### config.mk
export PLATFORM = sky130hd
export DESIGN_NAME = fetch_unit
export DESIGN_NICKNAME = d
export VERILOG_FILES = /design/src/rtl/fetch_unit.sv
export SDC_FILE = /design/constraint.sdc
export NUM_CORES = 1
export LEC_CHECK = 0
export CORE_MARGIN = 2
export CORE_UTILIZATION = 40
export DETAILED_ROUTE_END_ITERATION = 8
export PLACE_DENSITY = 0.81
export SLEW_MARGIN = 20
export SYNTH_ARGS = -nofsm -noshare
export SYNTH_HDL_FRONTEND = slang
export SYNTH_SLANG_ARGS = --single-unit
export TNS_END_PERCENT = 10
### constraint.sdc
create_clock -name CLK -period 4.3 [get_ports CLK]
set_input_delay 0.86 -clock CLK [delete_from_list [all_inputs] [get_ports CLK]]
set_output_delay 0.86 -clock CLK [all_outputs]
set_load 0.01 [all_outputs]
### src/rtl/fetch_unit.sv
// fetch_unit
// ----------
// Instruction fetch stage in front of a synchronous instruction ROM with a
// one-cycle registered read. The ROM address is computed combinationally
// from the word currently on ROM_DATA, so that word's own predecoded branch
// target can be fetched on the very next edge (zero-bubble taken branches).
//
// Optional feature: define BPRED_EN to build the 2-bit branch history table
// and the predicted-taken path. Without it, fetch is strictly sequential
// apart from reset, redirects and stall replay, and UPD_* are ignored.
//
// Ports:
//   CLK, RST            clock, synchronous active-high reset
//   ROM_ADDR            next fetch address (combinational), sampled by the ROM
//   ROM_DATA            ROM word for the address sampled on the previous edge
//   OUT_VALID/READY     handshake towards decode
//   OUT_INSTR/PC        fetched instruction and its address
//   OUT_PRED_TAKEN      fetch predicted this instruction taken
//   REDIRECT_VALID/PC   flush from execute, highest priority after reset
//   UPD_VALID/PC/TAKEN  branch history training from execute
module fetch_unit #(
    parameter int         BHT_ENTRIES = 16,
    parameter logic [9:0] RESET_PC    = 10'd0
) (
    input  logic        CLK,
    input  logic        RST,
    output logic [9:0]  ROM_ADDR,
    input  logic [15:0] ROM_DATA,
    output logic        OUT_VALID,
    input  logic        OUT_READY,
    output logic [15:0] OUT_INSTR,
    output logic [9:0]  OUT_PC,
    output logic        OUT_PRED_TAKEN,
    input  logic        REDIRECT_VALID,
    input  logic [9:0]  REDIRECT_PC,
    input  logic        UPD_VALID,
    input  logic [9:0]  UPD_PC,
    input  logic        UPD_TAKEN
);

    // Address whose data is on ROM_DATA in the current cycle.
    logic [9:0]  f_pc_reg;
    logic [9:0]  f_pc_next;

    logic        out_valid_reg;
    logic [15:0] out_instr_reg;
    logic [9:0]  out_pc_reg;
    logic        out_pred_reg;

    logic        stall;
    logic [9:0]  pc_seq;
    logic        pred_taken;

    assign stall  = out_valid_reg && !OUT_READY;
    assign pc_seq = f_pc_reg + 10'd1;

`ifdef BPRED_EN
    localparam int IDX_W = $clog2(BHT_ENTRIES);

    logic              is_branch;
    logic [9:0]        target;
    logic [IDX_W-1:0]  lookup_idx;
    logic [1:0]        lookup_ctr;
    // All counters flattened so the lookup is a simple indexed part-select.
    logic [2*BHT_ENTRIES-1:0] bht_flat;
    logic              unused_upd;

    assign is_branch  = (ROM_DATA[15:12] == 4'hC) || (ROM_DATA[15:12] == 4'hF);
    assign target     = f_pc_reg + {{2{ROM_DATA[7]}}, ROM_DATA[7:0]};
    assign lookup_idx = f_pc_reg[IDX_W-1:0];
    assign lookup_ctr = bht_flat[{lookup_idx, 1'b0} +: 2];
    // Counter values 10 and 11 predict taken, i.e. the MSB.
    assign pred_taken = is_branch && lookup_ctr[1];
    assign unused_upd = ^UPD_PC;

    genvar gi;
    generate
        for (gi = 0; gi < BHT_ENTRIES; gi++) begin : bht_gen
            logic [1:0] ctr_reg;
            logic       hit;

            assign hit = UPD_VALID && (UPD_PC[IDX_W-1:0] == IDX_W'(gi));

            // Lookup reads ctr_reg before this edge, so a same-cycle update
            // to the looked-up entry is only seen by later predictions.
            always_ff @(posedge CLK) begin
                if (RST) begin
                    ctr_reg <= 2'b01;
                end else if (hit) begin
                    if (UPD_TAKEN && ctr_reg != 2'b11)
                        ctr_reg <= ctr_reg + 2'b01;
                    else if (!UPD_TAKEN && ctr_reg != 2'b00)
                        ctr_reg <= ctr_reg - 2'b01;
                end
            end

            assign bht_flat[2*gi +: 2] = ctr_reg;
        end
    endgenerate
`else
    logic unused_upd;

    assign pred_taken = 1'b0;
    assign unused_upd = ^{UPD_VALID, UPD_PC, UPD_TAKEN};
`endif

    // Next fetch address. Stall replays f_pc so ROM_DATA keeps presenting
    // the word that is waiting to enter the output register.
    always_comb begin
        f_pc_next = pc_seq;
        if (RST)
            f_pc_next = RESET_PC;
        else if (REDIRECT_VALID)
            f_pc_next = REDIRECT_PC;
        else if (stall)
            f_pc_next = f_pc_reg;
`ifdef BPRED_EN
        else if (pred_taken)
            f_pc_next = target;
`endif
    end

    assign ROM_ADDR = f_pc_next;

    always_ff @(posedge CLK) begin
        if (RST)
            f_pc_reg <= RESET_PC;
        else
            f_pc_reg <= f_pc_next;
    end

    always_ff @(posedge CLK) begin
        if (RST) begin
            out_valid_reg <= 1'b0;
            out_instr_reg <= 16'h0000;
            out_pc_reg    <= 10'd0;
            out_pred_reg  <= 1'b0;
        end else if (REDIRECT_VALID) begin
            // The word on ROM_DATA is from the wrong path; squash it.
            out_valid_reg <= 1'b0;
        end else if (!stall) begin
            out_valid_reg <= 1'b1;
            out_instr_reg <= ROM_DATA;
            out_pc_reg    <= f_pc_reg;
            out_pred_reg  <= pred_taken;
        end
    end

    assign OUT_VALID      = out_valid_reg;
    assign OUT_INSTR      = out_instr_reg;
    assign OUT_PC         = out_pc_reg;
    assign OUT_PRED_TAKEN = out_pred_reg;

endmodule
# Word level (Yosys, flattened, before mapping)
# Index checks and enable logic that the tools add are counted.
# word_totals
in_bits	42
ff_bits	37
# op_classes
muxes	3
n_addsub	1
bitwise	2
reduce_logical	4
# ops
operator	n
10-bit two-way mux	3
10-bit by 1-bit adder with 10-bit output (second input constant)	1
1-bit inverter	2
2-bit AND reduction	1
2-bit OR reduction	1
1-bit logical AND	1
1-bit logical NOT	1

# Logic depth before layout (Yosys ltp)
# Gate-level depths: netlist of run 1.
# logic_depth
word_depth	5
mapped_depth	6
ltp_nobuf	4

# Worst setup path after synthesis of run 1
# No wires, ideal clock.
# synth_timing
path_type	in2out
start	in OUT_READY
end	out ROM_ADDR[6]
slack_ns	1.611
t_arrival_ns	1.829
t_required_ns	3.440
path_stages	5
cell_sequence	nor2b_1 > buf_2 > and4bb_1 > xnor2_1 > a211oi_1
# synth_between
elab_chain_len	5
# synth_lines
element	line	source
start: declaration	30	input logic OUT_READY,
1-bit logical NOT	54	assign stall = out_valid_reg && !OUT_READY;
1-bit logical AND	54	
10-bit two-way mux	115	else if (stall)
10-bit two-way mux	113	else if (REDIRECT_VALID)
10-bit two-way mux	111	if (RST)
end: declaration	27	output logic [9:0] ROM_ADDR,
# Every way passes these cells.

# Final worst setup path of run 1
# Same ends and word-level chain as after synthesis.

==> results of run 1 <==
-- worst min path at each step --
| stage | slack (ns) | end | cells past startpoint |
|---|---|---|---|
| after detailed placement | 0.45 | OUT_PC[8] | 2 |
| after global placement | 0.44 | OUT_INSTR[0] | 2 |
| after CTS | 0.46 | OUT_INSTR[0] | 2 |
| after floorplan | 0.44 | OUT_PC[9] | 2 |
| final | 0.45 | OUT_INSTR[0] | 2 |
| after global routing | 0.47 | OUT_INSTR[9] | 2 |
-- final cells by class --
| type | instances | area, um2 | share of cell area |
|---|---|---|---|
| clock inverters | 1 | 5.00 | 0.00216 |
| inverters | 1 | 3.75 | 0.00162 |
| repair buffers | 69 | 683 | 0.294 |
| multi-input cells | 140 | 733 | 0.316 |
| clock buffers | 7 | 96.3 | 0.0415 |
| well taps | 48 | 60.1 | 0.0259 |
| flip-flops and latches | 37 | 741 | 0.319 |
-- metal layers --
layer,vias to the layer above,share of wire
met4,0,0.0067
met2,33,0.52
met1,694,0.43
met5,-,0
li1,777,-
met3,2,0.044
-- kinds of logic (layout without fill, tap and decap cells) --
logic type | after synthesis | count (layout) | synth area share
other | 1 | 1 | 0.00244
and+or+nand+nor | 81 | 81 | 0.230
AOI/OAI and AO/OA | 48 | 48 | 0.186
DFF | 37 | 37 | 0.482
buffers and inverters | 14 | 78 | 0.0407
adders and majority gates | 1 | 1 | 0.00814
xor gates and xnor gates | 9 | 9 | 0.0513
-- worst min-delay path, stage by stage, from the launching register on --
cell and delay [ns]:
dfxtp_1 0.31, nand2_1 0.05, a21oi_1 0.05
-- layout by cell type, fill, tap and decap left out, types with 2 or more instances in the layout --
cell type	netlist	layout
a211oi_1	10	10
a21oi_1	32	32
a311oi_1	2	2
buf_4	1	3
clkbuf_8	0	7
clkdlybuf4s50_1	0	66
dfxtp_1	37	37
nand2_1	61	61
nand4_1	3	3
nor2_1	7	7
nor4_1	2	2
o21bai_1	2	2
o2bb2ai_1	2	2
xnor2_1	5	5
xor2_1	4	4
-- power by group through the flow --
stage	Combinational (uW)	Clock [uW]	Sequential, uW
after floorplan	57.6	0	390
after global placement	137	0	385
after detailed placement	139	0	386
after CTS	140	267	378
after global routing	153	288	381
final	139	262	378
-- stage by stage --
step           area (um2)  power, uW  std cells
2_1_floorplan        1540        447        191
6_report             2320        779        303
3_5_place_dp         2220        525        295
5_1_grt              2320        821        303
4_1_cts              2320        785        303
3_3_place_gp         2220        522        295
==> flow_metrics.py, run 1 <==
metrics = {
    "power_and_ir_drop": {
        "p_sw_frac": 0.250,
        "clockPowerShare": 0.336,
        "seqPwrFrac": 0.486,
        "peakVddDrop_uv": 159,
        "p_per_area_mw_per_mm2": 335,
        "p_sw_uw": 195,
        "pwr-share-comb": 0.178,
        "power.leakage_uw": 0.000829,
        "intPower_uw": 584,
    },
    "worst_setup_path": {
        "cp.arrival_ns": 3.03,
        "r2r_start": "OUT_VALID",
        "critical_path.startpoint": "OUT_READY",
        "critPathRequiredTime_ns": 3.44,
        "crit_top_cell": "clkdlybuf4s50_1",
        "critPathBufInv": 2,
        "cp_cell_sequence": "clkdlybuf4s50_1 -> nor2b_1 -> and4bb_1 -> xnor2_1 -> a211oi_1 -> clkdlybuf4s50_1",
        "cp-endpoint": "ROM_ADDR[6]",
        "worstSetupPathType": "in2out",
        "cp_slowest_cell": "clkdlybuf4s50_1",
        "rr_endpoint": "OUT_INSTR[12]",
        "crit_path_max_incr_delay_ns": 0.58,
        "start_kind": "primary input",
        "endpoint_kind": "primary output",
        "crit_path_max_fanout": 8,
        "path_depth": 6,
        "crit_family": "buffers and inverters",
        "reg2regPathDepth": 4,
        "worst-r2r-setup-slack_ns": 2.47,
    },
    "global_routing": {
        "grt_use_total": 0.191,
        "use_met3": 0.0528,
        "grt_pass1_wl_um": 6450,
        "grtUsageMet2": 0.336,
        "grt_max_degree": 27,
        "antenna_found_initial": 0,
        "busiest_layer": "met2",
        "overflow": 0,
        "met1_usage": 0.225,
        "grt_pass1_vias": 1475,
    },
    "sta": {
        "post-route-min-period_ns": 3.89,
        "setup-tns-final_ns": 0,
        "slew_violations": 0,
        "post-route-period-util": 0.906,
        "max_clock_freq_mhz": 257,
        "slew-limit-headroom": 0.313,
        "setup_ws_ns": 0.406,
        "worstMarginPinSlew_ns": 1.03,
        "clock_skew_ns": 0.00260,
        "hold_violations": 0,
        "rsz0062_at_grt": "false",
        "setup_viol": 0,
        "holdWs_ns": 0.455,
    },
    "logic_synthesis": {
        "synth_edf_count": 0,
        "synth_fp_nets": 234,
        "yosysWarnings": 0,
        "synth_top_area_share": 0.482,
        "avgSynthCellArea_um2": 8.04,
        "ys_seq_area_frac": 0.482,
        "syn-instance-count": 191,
        "ys_ff_latch": 37,
        "mappedNetlistArea_mm2": 0.00154,
        "yosysMostFrequentCell": "nand2_1",
        "yosys-top-cells-count": "nand2_1 (61), dfxtp_1 (37), a21oi_1 (32)",
        "synth_ff_type": "dfxtp_1",
        "async_reset_ff_frac": 0,
        "synth_area_leader_cell": "dfxtp_1",
        "yosys-top-cells-area": "dfxtp_1 (48%), nand2_1 (15%), a21oi_1 (10%)",
        "synth_cell_type_count": 26,
    },
    "detailed_routing": {
        "drc": 0,
        "drtIter0Drc": 70,
        "final_antenna_net_count": 0,
        "first_pass_iters": 4,
        "viasPerCell": 4.97,
        "via_count": 1506,
        "wire_per_inst_um": 12.8,
        "routed_wl_um": 3890,
    },
    "place": {
        "gp_congestion": 0.780,
        "pre_cts_slack_ns": 0.426,
        "place_hpwl_um": 2680,
        "port_buffers": 66,
    },
    "finish": {
        "drive_gt1_frac": 0.0549,
        "fillers": 333,
        "largest_reg_flops": 16,
        "syn_to_final_growth_pct": 51.1,
        "n_antenna_cell": 0,
        "utilization": 0.630,
        "fin_nets": 297,
    },
    "cts": {
        "clkSinkCount": 37,
        "clk_path_buf_depth": 2,
        "htree_levels": 2,
        "numCtsBuffers": 5,
        "cts_tree": "done",
        "hold_buffers": 0,
        "cts_setup_buffers": 0,
        "cts.reportedPaths.clkPinSlew_ns": 0.07,
        "post_cts_resized": 0,
        "clkLatencyLatePin_ns": 0.28,
        "cts_root_buf": "clkbuf_8",
    },
    "floorplan": {
        "row_count": 22,
        "io_pins": 80,
        "core_area_mm2": 0.00369,
        "die_w_um": 66.0,
        "dieArea_mm2": 0.00435,
        "die_h_um": 66.0,
        "start_util": 0.417,
    },
    "hold_path": {
        "hp-class": "reg2reg",
        "min-delay-start": "OUT_INSTR[0]",
    },
    "run_status": {
        "status": "complete, no violations",
    },
    "flow_run": {
        "maxCapViolCount": 0,
    },
}
Note: power is estimated with default switching activity, not from simulation.
==> inputs of run 2 (changes only) <==
--- a/config.mk
+++ b/config.mk
@@ -6,9 +6,9 @@
 export NUM_CORES = 1
 export LEC_CHECK = 0
 export CORE_MARGIN = 2
-export CORE_UTILIZATION = 40
+export CORE_UTILIZATION = 42
 export DETAILED_ROUTE_END_ITERATION = 8
-export PLACE_DENSITY = 0.81
+export PLACE_DENSITY = 0.85
 export SLEW_MARGIN = 20
 export SYNTH_ARGS = -nofsm -noshare
 export SYNTH_HDL_FRONTEND = slang
==> run 2 against run 1 <==
  * Power increased by 5.0%
  * Clock-buffer cell count decreased by 2
  * Final cell count decreased by 0.33%
  * Clock skew increased by 0.0093 ns
  * Fmax increased by 6.0%
  * Utilization increased by 5.2 points
  * Combinational power about the same
  * Critical endpoint is now ROM_ADDR[8]
==> flow_metrics.py, run 2 (same netlist as run 1, synthesis figures left out) <==
metrics = {
    "sta": {
        "clock_skew_ns": 0.0119,
        "hold_violations": 0,
        "worstMarginPinSlew_ns": 1.02,
        "post-route-period-util": 0.854,
        "setup-tns-final_ns": 0,
        "post-route-min-period_ns": 3.67,
        "rsz0062_at_grt": "false",
        "slew_violations": 0,
        "slew-limit-headroom": 0.318,
        "max_clock_freq_mhz": 272,
        "setup_viol": 0,
    },
    "worst_setup_path": {
        "critPathRequiredTime_ns": 3.44,
        "cp_slowest_cell": "clkdlybuf4s50_1",
        "crit_path_max_incr_delay_ns": 0.56,
        "critPathBufInv": 3,
        "crit_path_max_fanout": 5,
        "crit_top_cell": "clkdlybuf4s50_1",
        "start_kind": "primary input",
        "worstSetupPathType": "in2out",
        "cp.arrival_ns": 2.81,
        "cp_cell_sequence": "clkdlybuf4s50_1 -> nor2b_1 -> buf_4 -> nor4b_2 -> xor2_1 -> o2bb2ai_1 -> clkdlybuf4s50_1",
        "endpoint_kind": "primary output",
        "crit_family": "buffers and inverters",
    },
    "finish": {
        "fillers": 300,
        "layout_common_cells": "clkdlybuf4s50_1 (66), nand2_1 (61), dfxtp_1 (37), a21oi_1 (32), a211oi_1 (10)",
        "drive_gt1_frac": 0.0586,
        "fin_nets": 298,
        "layout_commonest_cell": "clkdlybuf4s50_1",
        "largest_reg_flops": 16,
        "syn_to_final_growth_pct": 51.5,
        "n_antenna_cell": 0,
        "utilization": 0.682,
    },
    "run_status": {
        "status": "complete, no violations",
    },
    "place": {
        "gp_congestion": 0.779,
        "place_hpwl_um": 2670,
        "port_buffers": 66,
    },
    "power_and_ir_drop": {
        "intPower_uw": 620,
        "p_per_area_mw_per_mm2": 351,
        "pwr-share-comb": 0.170,
        "p_sw_uw": 198,
        "peakVddDrop_uv": 289,
        "seqPwrFrac": 0.463,
        "power.total_uw": 818,
        "clockPowerShare": 0.367,
        "power.leakage_uw": 0.000835,
        "p_sw_frac": 0.242,
    },
    "floorplan": {
        "die_h_um": 64.5,
        "die_w_um": 64.5,
        "core_area_mm2": 0.00342,
        "start_util": 0.450,
        "row_count": 21,
        "io_pins": 80,
        "dieArea_mm2": 0.00416,
    },
    "cts": {
        "clkLatencyLatePin_ns": 0.35,
        "hold_buffers": 0,
        "post_cts_resized": 0,
        "cts.reportedPaths.clkPinSlew_ns": 0.11,
        "clk_path_buf_depth": 2,
        "clkSinkCount": 37,
        "numCtsBuffers": 5,
        "cts_tree": "done",
        "htree_levels": 2,
        "cts_setup_buffers": 0,
        "cts_root_buf": "clkbuf_4",
    },
    "detailed_routing": {
        "drc": 0,
        "routed.top_layer": "met4",
        "wl_met3_um": 217,
        "first_pass_iters": 4,
        "wire_per_inst_um": 12.6,
        "routed_wl_um": 3800,
        "wl_met1_um": 1640,
        "drtIter0Drc": 62,
        "wl_met2_um": 1920,
        "via_count": 1509,
        "viasPerCell": 5.00,
        "final_antenna_net_count": 0,
    },
    "global_routing": {
        "grt_use_total": 0.188,
        "overflow": 0,
        "antenna_found_initial": 0,
        "grt_max_degree": 27,
        "grt_pass1_wl_um": 6100,
        "grt_pass1_vias": 1327,
    },
    "flow_run": {
        "maxCapViolCount": 0,
    },
    "hold_path": {
        "hp-class": "reg2reg",
    },
}
-- run 2: cell types whose count changed in the layout (fill, tap and decap cells not counted) --
cell       previous run  this run
bufinv_16             0         2
clkbuf_8              7         0
buf_4                 3         4
clkbuf_4              0         5
-- run 2: worst paths after layout --
path | startpoint | to | slack, ns | depth (start not counted)
setup reg to reg | OUT_VALID | OUT_PC[4] | 2.49 | 5
setup / recovery | OUT_READY | ROM_ADDR[8] | 0.63 | 7
hold / removal | OUT_PC[6] | OUT_PC[6] | 0.46 | 2
hold reg to reg | OUT_PC[6] | OUT_PC[6] | 0.46 | 2
-- run 2: metal layers --
layer	global-route usage	vias to the layer above
met1	0.231	684
met2	0.326	44
met5	0	-
met4	0.0479	0
met3	0.0503	4
li1	-	777
-- run 2: final cells by class --
class                           instances  area (um2)  share of cell area
Sequential cell                        37         741               0.318
Tap cell                               46        57.6              0.0247
Clock inverter                          3        65.1              0.0279
Inverter                                1        3.75             0.00161
Clock buffer                            5        37.5              0.0161
Timing Repair Buffer                   70         691               0.297
Multi-Input combinational cell        140         733               0.315
-- run 2: through the flow --
step / setup slack [ns] / cell area, um2 / std cells / hold slack [ns]
after floorplan: 1.61 / 1540 / 191 / 0.444
after global placement: 0.634 / 2230 / 294 / 0.441
after detailed placement: 0.636 / 2230 / 294 / 0.446
after CTS: 0.611 / 2330 / 302 / 0.462
after global routing: 0.487 / 2330 / 302 / 0.474
final: 0.627 / 2330 / 302 / 0.461
-- run 2: power by group through the flow --
stage | Sequential [uW] | Combinational [uW] | Clock, uW
3_5_place_dp | 386 | 139 | 0
4_1_cts | 378 | 140 | 303
2_1_floorplan | 390 | 57.6 | 0
6_report | 378 | 139 | 300
3_3_place_gp | 385 | 137 | 0
5_1_grt | 381 | 152 | 318
-- run 2: worst min-delay path, stage by stage (launching register included) --
cell,delay [ns]
dfxtp_1,0.33
nand2_1,0.05
a21oi_1,0.05
